File: src/rtl/dmem_arbiter_pkg.sv
// Shared definitions for the data-memory arbiter: FSM state encoding,
// the internal request bundle and a small index helper.
package dmem_arbiter_pkg;

    localparam int unsigned word_width_lp = 32;

    typedef enum logic [1:0] {
        ARB_IDLE   = 2'd0,
        ARB_ISSUE  = 2'd1,
        ARB_WAIT   = 2'd2,
        ARB_RETURN = 2'd3
    } arb_state_e;

    typedef struct packed {
        logic [31:0] addr;
        logic [31:0] wdata;
        logic        wen;
        logic        byte_not_word;
    } mem_req_s;

    // Increment an index modulo n (n >= 1).
    function automatic int unsigned wrap_inc(input int unsigned idx, input int unsigned n);
        return ((idx + 32'd1) >= n) ? 32'd0 : (idx + 32'd1);
    endfunction

endpackage

File: src/rtl/dmem_arbiter_rr_pick.sv
// Combinational round-robin priority encoder: first set request bit at or
// above the pointer, wrapping around.
module rr_pick #(
    parameter int num_req_p  = 4,
    parameter int id_width_p = 2
) (
    input  logic [num_req_p-1:0]  req_i,
    input  logic [id_width_p-1:0] ptr_i,
    output logic [id_width_p-1:0] grant_o,
    output logic                  found_o
);

    logic [id_width_p-1:0] idx_s;
    logic                  hit_s;

    // Scan num_req_p positions starting at the pointer; the first hit wins.
    always_comb begin
        grant_o = '0;
        found_o = 1'b0;
        idx_s   = '0;
        hit_s   = 1'b0;
        for (int i = 0; i < num_req_p; i++) begin
            idx_s   = id_width_p'((int'(ptr_i) + i) % num_req_p);
            hit_s   = !found_o && req_i[idx_s];
            grant_o = hit_s ? idx_s : grant_o;
            found_o = found_o | hit_s;
        end
    end

endmodule

File: src/rtl/dmem_arbiter.sv
// Round-robin arbiter sharing one data-memory port between num_req_p cores,
// one transaction in flight. Optional perf counters: DMEM_ARB_PERF_CNT_EN.
module dmem_arbiter #(
    parameter int num_req_p  = 4,
    parameter int id_width_p = 2
) (
    input  logic                      clk,
    input  logic                      reset,
    input  logic [num_req_p-1:0]      req_valid_i,
    input  logic [num_req_p*32-1:0]   req_addr_i,
    input  logic [num_req_p*32-1:0]   req_wdata_i,
    input  logic [num_req_p-1:0]      req_wen_i,
    input  logic [num_req_p-1:0]      req_byte_i,
    output logic [num_req_p-1:0]      req_yumi_o,
    output logic [num_req_p-1:0]      resp_valid_o,
    output logic [31:0]               resp_data_o,
    input  logic [num_req_p-1:0]      resp_yumi_i,
    output logic                      mem_valid_o,
    output logic [31:0]               mem_addr_o,
    output logic [31:0]               mem_wdata_o,
    output logic                      mem_wen_o,
    output logic                      mem_byte_o,
    input  logic                      mem_yumi_i,
    input  logic                      mem_resp_valid_i,
    input  logic [31:0]               mem_resp_data_i,
    output logic                      mem_resp_yumi_o,
`ifdef DMEM_ARB_PERF_CNT_EN
    output logic [num_req_p*32-1:0]   perf_grant_cnt_o,
    output logic [31:0]               perf_wait_cnt_o,
`endif
    output logic                      busy_o,
    output logic [id_width_p-1:0]     grant_id_o
);

    import dmem_arbiter_pkg::*;

    arb_state_e                 state_r;
    logic [id_width_p-1:0]      ptr_r;
    logic [id_width_p-1:0]      grant_r;
    logic [word_width_lp-1:0]   resp_data_r;

    logic [id_width_p-1:0]      pick_s;
    logic                       found_s;
    logic [id_width_p-1:0]      next_ptr_s;
    logic [num_req_p-1:0]       grant_oh_s;
    mem_req_s                   req_sel_s;
    logic                       issue_s;
    logic                       return_s;
    logic                       accept_s;

    rr_pick #(
        .num_req_p  (num_req_p),
        .id_width_p (id_width_p)
    ) u_rr_pick (
        .req_i   (req_valid_i),
        .ptr_i   (ptr_r),
        .grant_o (pick_s),
        .found_o (found_s)
    );

    assign issue_s    = (state_r == ARB_ISSUE);
    assign return_s   = (state_r == ARB_RETURN);
    assign accept_s   = issue_s && mem_yumi_i;
    assign next_ptr_s = id_width_p'(wrap_inc(32'(grant_r), 32'(num_req_p)));

    // One-hot of the held grant index, used for yumi and response steering.
    always_comb begin
        grant_oh_s          = '0;
        grant_oh_s[grant_r] = 1'b1;
    end

    // Select the granted core's request fields.
    always_comb begin
        req_sel_s               = '0;
        req_sel_s.addr          = req_addr_i[int'(grant_r)*32 +: 32];
        req_sel_s.wdata         = req_wdata_i[int'(grant_r)*32 +: 32];
        req_sel_s.wen           = req_wen_i[grant_r];
        req_sel_s.byte_not_word = req_byte_i[grant_r];
    end

    // Request fields are zeroed outside ISSUE so memory never sees stale data.
    assign mem_valid_o     = issue_s;
    assign mem_addr_o      = issue_s ? req_sel_s.addr  : 32'd0;
    assign mem_wdata_o     = issue_s ? req_sel_s.wdata : 32'd0;
    assign mem_wen_o       = issue_s && req_sel_s.wen;
    assign mem_byte_o      = issue_s && req_sel_s.byte_not_word;
    assign req_yumi_o      = accept_s ? grant_oh_s : '0;
    assign mem_resp_yumi_o = (state_r == ARB_WAIT) && mem_resp_valid_i;
    assign resp_valid_o    = return_s ? grant_oh_s : '0;
    assign resp_data_o     = return_s ? resp_data_r : 32'd0;
    assign busy_o          = (state_r != ARB_IDLE);
    assign grant_id_o      = grant_r;

    // Transaction FSM: grant, issue, wait for memory, return to core.
    always_ff @(posedge clk) begin
        if (reset) begin
            state_r     <= ARB_IDLE;
            ptr_r       <= '0;
            grant_r     <= '0;
            resp_data_r <= '0;
        end else begin
            case (state_r)
                ARB_IDLE: begin
                    if (found_s) begin
                        grant_r <= pick_s;
                        state_r <= ARB_ISSUE;
                    end
                end
                ARB_ISSUE: begin
                    if (mem_yumi_i) begin
                        ptr_r   <= next_ptr_s;
                        state_r <= ARB_WAIT;
                    end
                end
                ARB_WAIT: begin
                    if (mem_resp_valid_i) begin
                        resp_data_r <= mem_resp_data_i;
                        state_r     <= ARB_RETURN;
                    end
                end
                ARB_RETURN: begin
                    if (resp_yumi_i[grant_r]) begin
                        state_r <= ARB_IDLE;
                    end
                end
                default: begin
                    state_r <= ARB_IDLE;
                end
            endcase
        end
    end

`ifdef DMEM_ARB_PERF_CNT_EN
    logic [num_req_p*32-1:0] perf_grant_cnt_r;
    logic [31:0]             perf_wait_cnt_r;
    logic [num_req_p-1:0]    granted_mask_s;
    logic                    waiting_s;

    // A core only counts as granted while a transaction is in progress.
    assign granted_mask_s   = busy_o ? grant_oh_s : '0;
    assign waiting_s        = |(req_valid_i & ~granted_mask_s);
    assign perf_grant_cnt_o = perf_grant_cnt_r;
    assign perf_wait_cnt_o  = perf_wait_cnt_r;

    // Free-running wrap-around counters for grants and starved cycles.
    always_ff @(posedge clk) begin
        if (reset) begin
            perf_grant_cnt_r <= '0;
            perf_wait_cnt_r  <= 32'd0;
        end else begin
            if (accept_s) begin
                perf_grant_cnt_r[int'(grant_r)*32 +: 32] <= perf_grant_cnt_r[int'(grant_r)*32 +: 32] + 32'd1;
            end
            if (waiting_s) begin
                perf_wait_cnt_r <= perf_wait_cnt_r + 32'd1;
            end
        end
    end
`endif

endmodule

File: config.mk
export PLATFORM = sky130hd
export DESIGN_NAME = dmem_arbiter
export DESIGN_NICKNAME = d
export VERILOG_FILES = /design/src/rtl/dmem_arbiter_pkg.sv /design/src/rtl/dmem_arbiter_rr_pick.sv /design/src/rtl/dmem_arbiter.sv
export SDC_FILE = /design/constraint.sdc
export NUM_CORES = 1
export LEC_CHECK = 0
export CELL_PAD_IN_SITES_DETAIL_PLACEMENT = 0
export CELL_PAD_IN_SITES_GLOBAL_PLACEMENT = 2
export CORE_ASPECT_RATIO = 0.9
export CORE_MARGIN = 2
export CORE_UTILIZATION = 14
export DETAILED_ROUTE_END_ITERATION = 8
export PLACE_DENSITY = 0.85
export SYNTH_ARGS = -nofsm -noshare
export SYNTH_HDL_FRONTEND = slang
export SYNTH_SLANG_ARGS = --single-unit
File: constraint.sdc
create_clock -name clk -period 1.6 [get_ports clk]
set_input_delay 0.16 -clock clk [delete_from_list [all_inputs] [get_ports clk]]
set_output_delay 0.16 -clock clk [all_outputs]
set_load 0.02 [all_outputs]
; ---- After elaboration in Yosys (flattened, before gate mapping)
; Cells that the tools add are included.
[totals]
wordCells = 75
ff_bits = 38
out_inout_bits = 111
inputBits = 308
[op_classes]
n_eq_ne = 7
n_shift = 2
n_reduce_logical = 17
bitwise_logic = 3
order_cmp = 7
n_addsub = 4
n_mux = 31
[ops]
columns = op, count
row1 = $shiftx A128 B8 Y32, 2
row2 = $mux W32, 3
row3 = $mux W2, 9
row4 = $lt A2 B3 Y1 const B, 5
row5 = $bmux W1 S2, 7
row6 = $logic_and A1 B1 Y1, 8
row7 = $mux W1, 8
row8 = $mux W4, 2
row9 = $pmux W2 S4, 1
row10 = $ne A2 B2 Y1 const B, 3
row11 = $reduce_and A2 Y1, 3
row12 = $add A2 B2 Y2 const B, 2
row13 = $eq A2 B2 Y1 const B, 2
row14 = $reduce_and A4 Y1, 1
row15 = $add A2 B1 Y3 const B, 1
row16 = $ge A3 B3 Y1 const B, 1
row17 = $logic_not A1 Y1, 3
row18 = $or A1 B1 Y1, 3
row19 = $add A2 B1 Y2 const B, 1
row20 = $demux W1 S2, 1
row21 = $eq A2 B1 Y1 const B, 1
row22 = $ge A2 B1 Y1 const B, 1
row23 = $logic_not A2 Y1, 1
row24 = $ne A2 B1 Y1 const B, 1
row25 = $reduce_bool A2 Y1, 1

; ---- Depth between registers and ports, before layout
; Gate-level depths: netlist (run 1).
[depth]
depth_word = 13
mapped_depth = 7
ltp_nobuf = 6

; ---- By module
; From an unflattened synthesis (run 1), not the netlist that was laid out.
[unflattened]
cells_unflattened = 404
hier_area_um2 = 3880.0
[by_module_without_submodules]
columns = module, instances, area_per_inst_um2, cells_each
row1 = dmem_arbiter, 1, 3802.4, 389
row2 = rr_pick, 1, 77.6, 15

; ---- Least setup slack after synthesis (run 1)
; OpenSTA, ideal clock, no wires.
[synth_path]
path_kind = register -> output
startpoint = reg grant_r[0] (netlist: grant_id_o[0])
endpoint = out mem_addr_o[0]
arrival_time_ps = 1563
path_stages_with_launch = 5
required_ps = 1440
path_slack_ps = -123
cell_sequence = dfxtp_1 -> buf_6 -> buf_6 -> mux4_2 -> and2_1
[synth_via]
elab_chain_cells = 2
[synth_lines]
columns = item, line
row1 = "start, declared", dmem_arbiter.sv:39  ; logic [id_width_p-1:0] grant_r;
row2 = "start signal, assigned", dmem_arbiter.sv:105  ; grant_r <= pick_s;
row3 = $shiftx A128 B8 Y32, dmem_arbiter.sv:75  ; req_sel_s.addr = req_addr_i[int'(grant_r)*32 +: 32];
row4 = $mux W32, dmem_arbiter.sv:83  ; assign mem_addr_o = issue_s ? req_sel_s.addr : 32'd0;
row5 = "end, declared", dmem_arbiter.sv:19  ; output logic [31:0] mem_addr_o,
; No other way between the ends.

; ---- Worst setup path in the final report (run 1)
[layout_path]
startpoint = reg grant_r[0] (netlist: grant_id_o[0])
endpoint = out mem_wdata_o[19]
[layout_via]
elab_chain_cells = 2
[layout_lines]
columns = item, line
row1 = $shiftx A128 B8 Y32, dmem_arbiter.sv:76  ; req_sel_s.wdata = req_wdata_i[int'(grant_r)*32 +: 32];
row2 = $mux W32, dmem_arbiter.sv:84  ; assign mem_wdata_o = issue_s ? req_sel_s.wdata : 32'd0;
row3 = "end, declared", dmem_arbiter.sv:20  ; output logic [31:0] mem_wdata_o,
; No other way between the ends.

==> flow_summary_export.csv, run 1 <==
group,metric,value,unit
synthesis,synth-compound-area-share,6.236,%
synthesis,postSynth.topFlopCell,"sky130_fd_sc_hd__dfxtp_1",
floorplanning,die_w,181.1,µm
synthesis,register_area_share_after_synthesis,19.25,%
power,pwr_density_cell,1023,mW/mm²
power,ir_drop_worst_vdd,428.9,µV
floorplanning,floorplan.io_pins,419,
outcome,run_status,"complete, but fails checks",
synthesis,synth_adder_area_share,2.849,%
worst_setup_path,worst_path_largest_cell_delay,0.49,ns
timing,setup_viol,76,
routing,totalWireLength,24.84,mm
power,finalPower,9949,µW
floorplanning,start_util,14.18,%
grt,use_met2,28.81,%
synthesis,synth-seq-cells,38,
timing,unrepaired_setup_endpoints_after_global_routing,"yes",
clock_tree,tritoncts,"done",
clock_tree,hold_buf_cts,0,
synthesis,syn_inst,403,
final_layout,stdcell_area,0.009723,mm²
final_layout,areaGrowthSynthToFinish,146.0,%
grt,grt_remaining_overflow,0,
routing,post_drt_via_cell_ratio,4.096,
worst_setup_path,timing.critical_path.required,1.44,ns
timing,fin_setup_tns,-24.07,ns
worst_setup_path,crit_path_cell_trace,"buf_12, buf_6, buf_12, buf_16, mux4_2, and2_4, buf_6",
grt,grt_most_used_layer,"met2",
timing,final.setup.worst_slack,-0.4090,ns
synthesis,synth-simple-area-share,26.46,%
worst_setup_path,regToRegSetupSlack,-0.07,ns
routing,antenna_violating_nets_post_route,0,
grt,pin_count_of_the_biggest_net_entering_global_routing,41,
synthesis,average_size_of_a_mapped_cell,9.808,µm²
synthesis,edff_count_synth,0,
worst_setup_path,setup.worst_path.class,"reg -> out",
floorplanning,die_area,0.02960,mm²
clock_tree,tritoncts_num_sinks,38,
power,power.leakage,0.003721,µW
worst_setup_path,max_fanout_on_critical_path,5,
final_layout,layout-drive-gt1-share,40.19,%
timing,worst_slew_pin_slew,0.4123,ns
timing,maxSlewHeadroom,72.26,%
grt,first_pass_grt_wire_length,34.51,mm
synthesis,synthesized_area_fraction_occupied_by_xor_and_xnor_cells,0,%
clock_tree,cts_max_level,2,
synthesis,synth.yosys.warnings,0,
timing,finalHoldViolations,0,
synthesis,synth_mux_area_share,38.90,%
final_layout,post_layout_nonfiller_instances,1213,
clock_tree,tritoncts.num_buffers,5,
outcome,failed_checks,"negative setup slack",
place,placed_cells,1176,
worst_setup_path,worstPathArrival,1.85,ns
place,dp.final_hpwl,20.05,mm
clock_tree,cts-root-to-sink-buffers,2,
timing,timing.fmax,497.8,MHz
floorplanning,placementRows,58,
synthesis,synthesis.nets,720,
timing,finClkSkew,0.003376,ns
grt,grt_pass1_vias,5171,
routing,average_wire_per_cell_in_the_routed_design,20.48,µm
timing,finalCriticalPeriod,2.009,ns
final_layout,final_nets,1167,
worst_setup_path,crit_path_end_kind,"primary output",
timing,report.final.slew_viol_count,0,
synthesis,synth_top_family_by_area,"multiplexers",
worst_setup_path,slowest_stage,"sky130_fd_sc_hd__mux4_2",
grt,met3_demand_to_capacity_share_in_global_routing,4.638,%
clock_tree,clkSlewWorstSetupHoldPaths,0.06,ns
routing,drc,0,
worst_setup_path,worstSetupStartpointType,"flip-flop",
grt,antenna_found_initial,4,
routing,drt_first_pass_iters,5,
clock_tree,clock_tree.root_cell,"sky130_fd_sc_hd__clkbuf_16",
grt,gr-usage-all-layers,15.71,%
hold_path,min_path_type,"in -> reg",
synthesis,synth_cell_types,35,
routing,detailedRoute.firstIterationViolations,135,
run,cap_violations,0,
synthesis,async_flop_share,0,%
place,port_buffers,418,
grt,gr-usage-met1,17.83,%
place,placed_area,0.008725,mm²
final_layout,layout.filler_cells,2849,
clock_tree,clock_insertion_delay_worst_skew,0.29,ns
synthesis,post_synth_instance_area,0.003953,mm²
floorplanning,coreArea,0.02787,mm²
place,gp_routability_congestion,0.9154,
timing,finalCritPeriodShare,125.6,%
routing,routed-via-count,4969,
floorplanning,floorplan.die.height,163.4,µm
[critical path: cells and delay by family (launching register included)]
family | cells | cell delay (ns)
flops | 1 | 0.36
mux | 1 | 0.49
simple gates | 1 | 0.15
buf+inv | 5 | 0.56
[kinds of logic (layout without fill, tap and decap cells)]
kind of cell             count (synthesis)  after routing
AO/OA/AOI/OAI                           46             46
other                                    0              2
AND/OR/NAND/NOR                        194            194
multiplexers                            70             70
adder cells (fa/ha/maj)                  9              9
buffers and inverters                   46            494
flip-flops                              38             38
[flip-flops by register name, summed over array words and instances (netlist names)]
| signal | flops |
|---|---|
| grant_id_o | 2 |
| ptr_r | 2 |
| resp_data_r | 32 |
| state_r | 2 |
[per-stage QoR]
step	utilization (%)	hold WS [ns]	setup slack (ns)
after floorplan	-	0.2960	0.01044
after global placement	31.31	0.4375	-0.5001
after detailed placement	31.31	0.4422	-0.5377
after CTS	32.55	0.4004	-0.4529
after global routing	34.89	0.4162	-0.4633
final	34.89	0.4134	-0.4090
[final cells by class]
type                       count  area (µm²)  area share [%]
sequential                    38       773.2           7.953
timing repair buffer         478        5042           51.86
inverter                       8       32.53          0.3346
clock buffer                   6       128.9           1.325
clock inverter                 2       36.28          0.3732
tap                          360       450.4           4.633
antenna                        2       5.005         0.05147
multi-input combinational    319        3254           33.47
[report_power, final]
| part | total, µW | switching [µW] | internal (µW) |
|---|---|---|---|
| Sequential | 1210 | 121 | 1090 |
| Clock | 1170 | 433 | 738 |
| Combinational | 7570 | 3170 | 4400 |
[synth_stat cells (2+ instances only)]
master                       n  area [µm²]
sky130_fd_sc_hd__a21oi_1    38       190.2
sky130_fd_sc_hd__and2_1    102       638.1
sky130_fd_sc_hd__and3_1      4       25.02
sky130_fd_sc_hd__buf_1       6       22.52
sky130_fd_sc_hd__buf_2       3       15.01
sky130_fd_sc_hd__buf_6       7       78.83
sky130_fd_sc_hd__clkbuf_1   20       75.07
sky130_fd_sc_hd__dfxtp_1    38       760.7
sky130_fd_sc_hd__ha_1        9       112.6
sky130_fd_sc_hd__inv_1       8       30.03
sky130_fd_sc_hd__mux2i_1     4       40.04
sky130_fd_sc_hd__mux4_1      3       78.83
sky130_fd_sc_hd__mux4_2     63        1419
sky130_fd_sc_hd__nand2_1    69       259.0
sky130_fd_sc_hd__nand2b_1    6       37.54
sky130_fd_sc_hd__nand3_1     2       10.01
sky130_fd_sc_hd__nor2_1      2       7.510
sky130_fd_sc_hd__o21ai_0     2       10.01
[layer usage]
layer / share of wire, % / vias up
li1: - / 2341
met1: 38 / 2395
met2: 52 / 209
met3: 7.7 / 24
met4: 2.3 / 0
met5: 0 / -
[repair_timing]
action / 4_1_cts / 5_1_grt
pin swaps: 21 / 23
setup endpoints to repair: 115 / 143
setup buffers: 14 / 8
gates cloned: 4 / 6
gates resized for setup: 580 / 185
[cells in the final DEF, fill, tap and decap left out, types with 2 or more instances in the layout]
master,synthesis,layout
sky130_fd_sc_hd__buf_16,0,3
sky130_fd_sc_hd__clkbuf_16,0,11
sky130_fd_sc_hd__inv_4,0,2
sky130_fd_sc_hd__dfxtp_1,38,34
sky130_fd_sc_hd__buf_8,0,4
sky130_fd_sc_hd__and3_1,4,3
sky130_fd_sc_hd__ha_2,0,3
sky130_fd_sc_hd__nand2_1,69,68
sky130_fd_sc_hd__inv_2,0,3
sky130_fd_sc_hd__buf_2,3,16
sky130_fd_sc_hd__clkdlybuf4s50_1,0,307
sky130_fd_sc_hd__mux4_2,63,66
sky130_fd_sc_hd__nand2b_1,6,6
sky130_fd_sc_hd__buf_12,1,16
sky130_fd_sc_hd__ha_4,0,4
sky130_fd_sc_hd__mux2i_1,4,2
sky130_fd_sc_hd__inv_1,8,4
sky130_fd_sc_hd__and2_4,0,75
sky130_fd_sc_hd__buf_4,1,36
sky130_fd_sc_hd__nor2_1,2,2
sky130_fd_sc_hd__and2_1,102,26
sky130_fd_sc_hd__dfxtp_4,0,3
sky130_fd_sc_hd__buf_6,7,86
sky130_fd_sc_hd__diode_2,0,2
sky130_fd_sc_hd__a21oi_1,38,37
sky130_fd_sc_hd__ha_1,9,2
sky130_fd_sc_hd__o21ai_0,2,2
[final timing paths]
| check | startpoint | to | cells after the start |
|---|---|---|---|
| worst max register to register | grant_id_o[0]$_SDFFE_PP0P_ | state_r[0]$_SDFFE_PP0P_ | 9 |
| worst max-delay path | grant_id_o[0]$_SDFFE_PP0P_ | mem_wdata_o[19] | 7 |
| worst min-delay path | mem_resp_data_i[16] | resp_data_r[16]$_SDFFE_PP0P_ | 3 |
| worst min register to register | resp_data_r[10]$_SDFFE_PP0P_ | resp_data_r[10]$_SDFFE_PP0P_ | 2 |
(Power assumes the default switching activity.)
==> run 2, diff against run 1 <==
Settings changed: CAP_MARGIN set to 15, CELL_PAD_IN_SITES_DETAIL_PLACEMENT 0 to 1, CELL_PAD_IN_SITES_GLOBAL_PLACEMENT 2 to 1, CORE_AREA set to 2 2 161 163, CORE_ASPECT_RATIO 0.9 to not set, CORE_MARGIN 2 to not set, CORE_UTILIZATION 14 to not set, CTS_CLUSTER_SIZE set to 40, DIE_AREA set to 0 0 163 165, PLACE_DENSITY 0.85 to 0.74.
==> flow_summary_export.csv, run 2 (synthesized netlist as in run 1, its figures left out) <==
group,metric,value,unit
grt,first_pass_grt_wire_length,39.01,mm
final_layout,layout-drive-gt1-share,44.24,%
floorplanning,die_area,0.02690,mm²
final_layout,largest_register_ffs,32,
timing,report.final.slew_viol_count,0,
worst_setup_path,slowest_stage,"sky130_fd_sc_hd__mux4_2",
clock_tree,clock_insertion_delay_worst_skew,0.29,ns
timing,unrepaired_setup_endpoints_after_global_routing,"yes",
routing,post_drt_via_cell_ratio,4.421,
routing,top_layer,"met4",
routing,antenna_violating_nets_post_route,0,
final_layout,largest-register,"resp_data_r",
run,cap_violations,0,
grt,antenna_found_initial,5,
timing,fin_setup_tns,-25.68,ns
timing,finClkSkew,0.003875,ns
floorplanning,placementRows,58,
routing,drc,0,
power,ir_drop_worst_vdd,563.6,µV
timing,finalCritPeriodShare,128.3,%
routing,routed-wl-met2,15.19,mm
place,placed_area,0.008677,mm²
timing,setup_viol,101,
worst_setup_path,crit_path_cell_trace,"buf_12, buf_16, buf_12, mux4_2, and2_4, buf_6",
power,pwr_density_cell,1098,mW/mm²
final_layout,layout_common_cells,"sky130_fd_sc_hd__clkdlybuf4s50_1 (307), sky130_fd_sc_hd__buf_6 (109), sky130_fd_sc_hd__and2_4 (86)",
grt,pin_count_of_the_biggest_net_entering_global_routing,38,
routing,detailedRoute.firstIterationViolations,192,
routing,drt_first_pass_iters,4,
place,dpl_worst_slack,-0.4888,ns
worst_setup_path,cpMostUsedCell,"sky130_fd_sc_hd__buf_12",
place,dp.final_hpwl,22.76,mm
routing,route.layer.met1.wl,11.44,mm
routing,average_wire_per_cell_in_the_routed_design,24.66,µm
outcome,failed_checks,"negative setup slack",
place,port_buffers,418,
worst_setup_path,crit_path_end_kind,"primary output",
floorplanning,floorplan.die.height,165,µm
clock_tree,clock_tree.root_cell,"sky130_fd_sc_hd__clkbuf_16",
clock_tree,cts-root-to-sink-buffers,2,
floorplanning,coreArea,0.02504,mm²
worst_setup_path,critical_path_depth,6,
power,power.leakage,0.003995,µW
final_layout,final_nets,1202,
timing,finalHoldWorstSlack,0.4123,ns
hold_path,whs_path_depth,3,
timing,final.setup.worst_slack,-0.4525,ns
floorplanning,start_util,15.79,%
clock_tree,tritoncts,"done",
grt,gr-usage-all-layers,20.19,%
place,gp_routability_congestion,0.9097,
timing,maxSlewHeadroom,62.63,%
timing,worst_slew_pin_slew,0.5554,ns
worst_setup_path,crit_family,"multiplexers",
clock_tree,tritoncts_num_sinks,38,
outcome,run_status,"complete, but fails checks",
final_layout,stdcell_area,0.01022,mm²
grt,grt_pass1_vias,5761,
worst_setup_path,number_of_cells_on_the_worst_reg_to_reg_path,8,
timing,finalCriticalPeriod,2.053,ns
timing,finalHoldViolations,0,
hold_path,min_path_type,"in -> reg",
worst_setup_path,setup.worst_path.class,"reg -> out",
routing,route.met3.wl,2.706,mm
worst_setup_path,worstPathArrival,1.89,ns
grt,grt_remaining_overflow,0,
worst_setup_path,timing.critical_path.required,1.44,ns
worst_setup_path,cp_bufs_invs,4,
final_layout,mostFrequentLayoutCell,"sky130_fd_sc_hd__clkdlybuf4s50_1",
worst_setup_path,max_fanout_on_critical_path,6,
timing,timing.fmax,487.2,MHz
floorplanning,die_w,163,µm
clock_tree,clkSlewWorstSetupHoldPaths,0.06,ns
final_layout,areaGrowthSynthToFinish,158.7,%
worst_setup_path,worst_path_largest_cell_delay,0.52,ns
clock_tree,tritoncts.num_buffers,5,
routing,routed-via-count,5389,
clock_tree,cts_max_level,2,
routing,totalWireLength,30.06,mm
worst_setup_path,worstSetupStartpointType,"flip-flop",
floorplanning,floorplan.io_pins,419,
==> run 2: changes by cell type in the layout (fill, tap and decap cells not counted), sizes merged <==
cell,delta
diode,+1
clkbuf,+2
clkdlybuf4s15,-1
buf,+34
dlygate4sd2,+1
inv,-1
==> run 2: path summary, 6_finish.rpt <==
path,startpoint,endpoint,slack (ns)
worst max-delay path,grant_id_o[0]$_SDFFE_PP0P_,mem_wdata_o[15],-0.45
worst min-delay path,mem_resp_data_i[27],resp_data_r[27]$_SDFFE_PP0P_,0.41
worst min register to register,resp_data_r[27]$_SDFFE_PP0P_,resp_data_r[27]$_SDFFE_PP0P_,0.46
worst max register to register,grant_id_o[0]$_SDFFE_PP0P_,state_r[1]$_SDFFE_PP0P_,-0.13
==> run 2: per-stage QoR <==
step / util (%) / instances / total power [µW]
6_report: 40.83 / 1219 / 11230
5_1_grt: 40.82 / 1218 / 11770
4_1_cts: 36.89 / 1195 / 10010
3_5_place_dp: 34.66 / 1145 / 7686
3_3_place_gp: 34.66 / 1145 / 7629
2_1_floorplan: - / 403 / 4624
==> run 2: worst reg2reg max path: cells and delay by family, from the launching register on <==
family	cells	cell delay (ns)
mux	2	0.29
buf+inv	4	0.52
flops	1	0.38
compound gates	2	0.42
==> run 2: power by group <==
group	switching (µW)	total, µW	internal (µW)
clock	455	1330	875
sequential	135	1220	1090
combinational	3610	8670	5060
==> run 2: layout make-up <==
class	count	area, µm²
Antenna cell	3	7.507
Clock buffer	7	163.9
Clock inverter	1	30.03
Fill cell	2763	14810
Inverter	8	35.03
Multi-Input combinational cell	319	3291
Sequential cell	38	773.2
Tap cell	330	412.9
Timing Repair Buffer	513	5510
==> run 2: per-layer routing <==
| layer | track usage [%] | up-vias |
|---|---|---|
| met1 | 23.03 | 2667 |
| met2 | 36.27 | 272 |
| met5 | 0 | - |
| li1 | - | 2411 |
| met3 | 6.680 | 39 |
| met4 | 5.149 | 0 |
==> run 2: repair_timing <==
item                                   4_1_cts  5_1_grt
hold buffers                                 0        0
setup buffers                               36       15
gates cloned                                 6        9
pin swaps                                   15       58
endpoints found under the hold margin        0        0
resized for setup                          491      242
setup endpoints to repair                  114      135
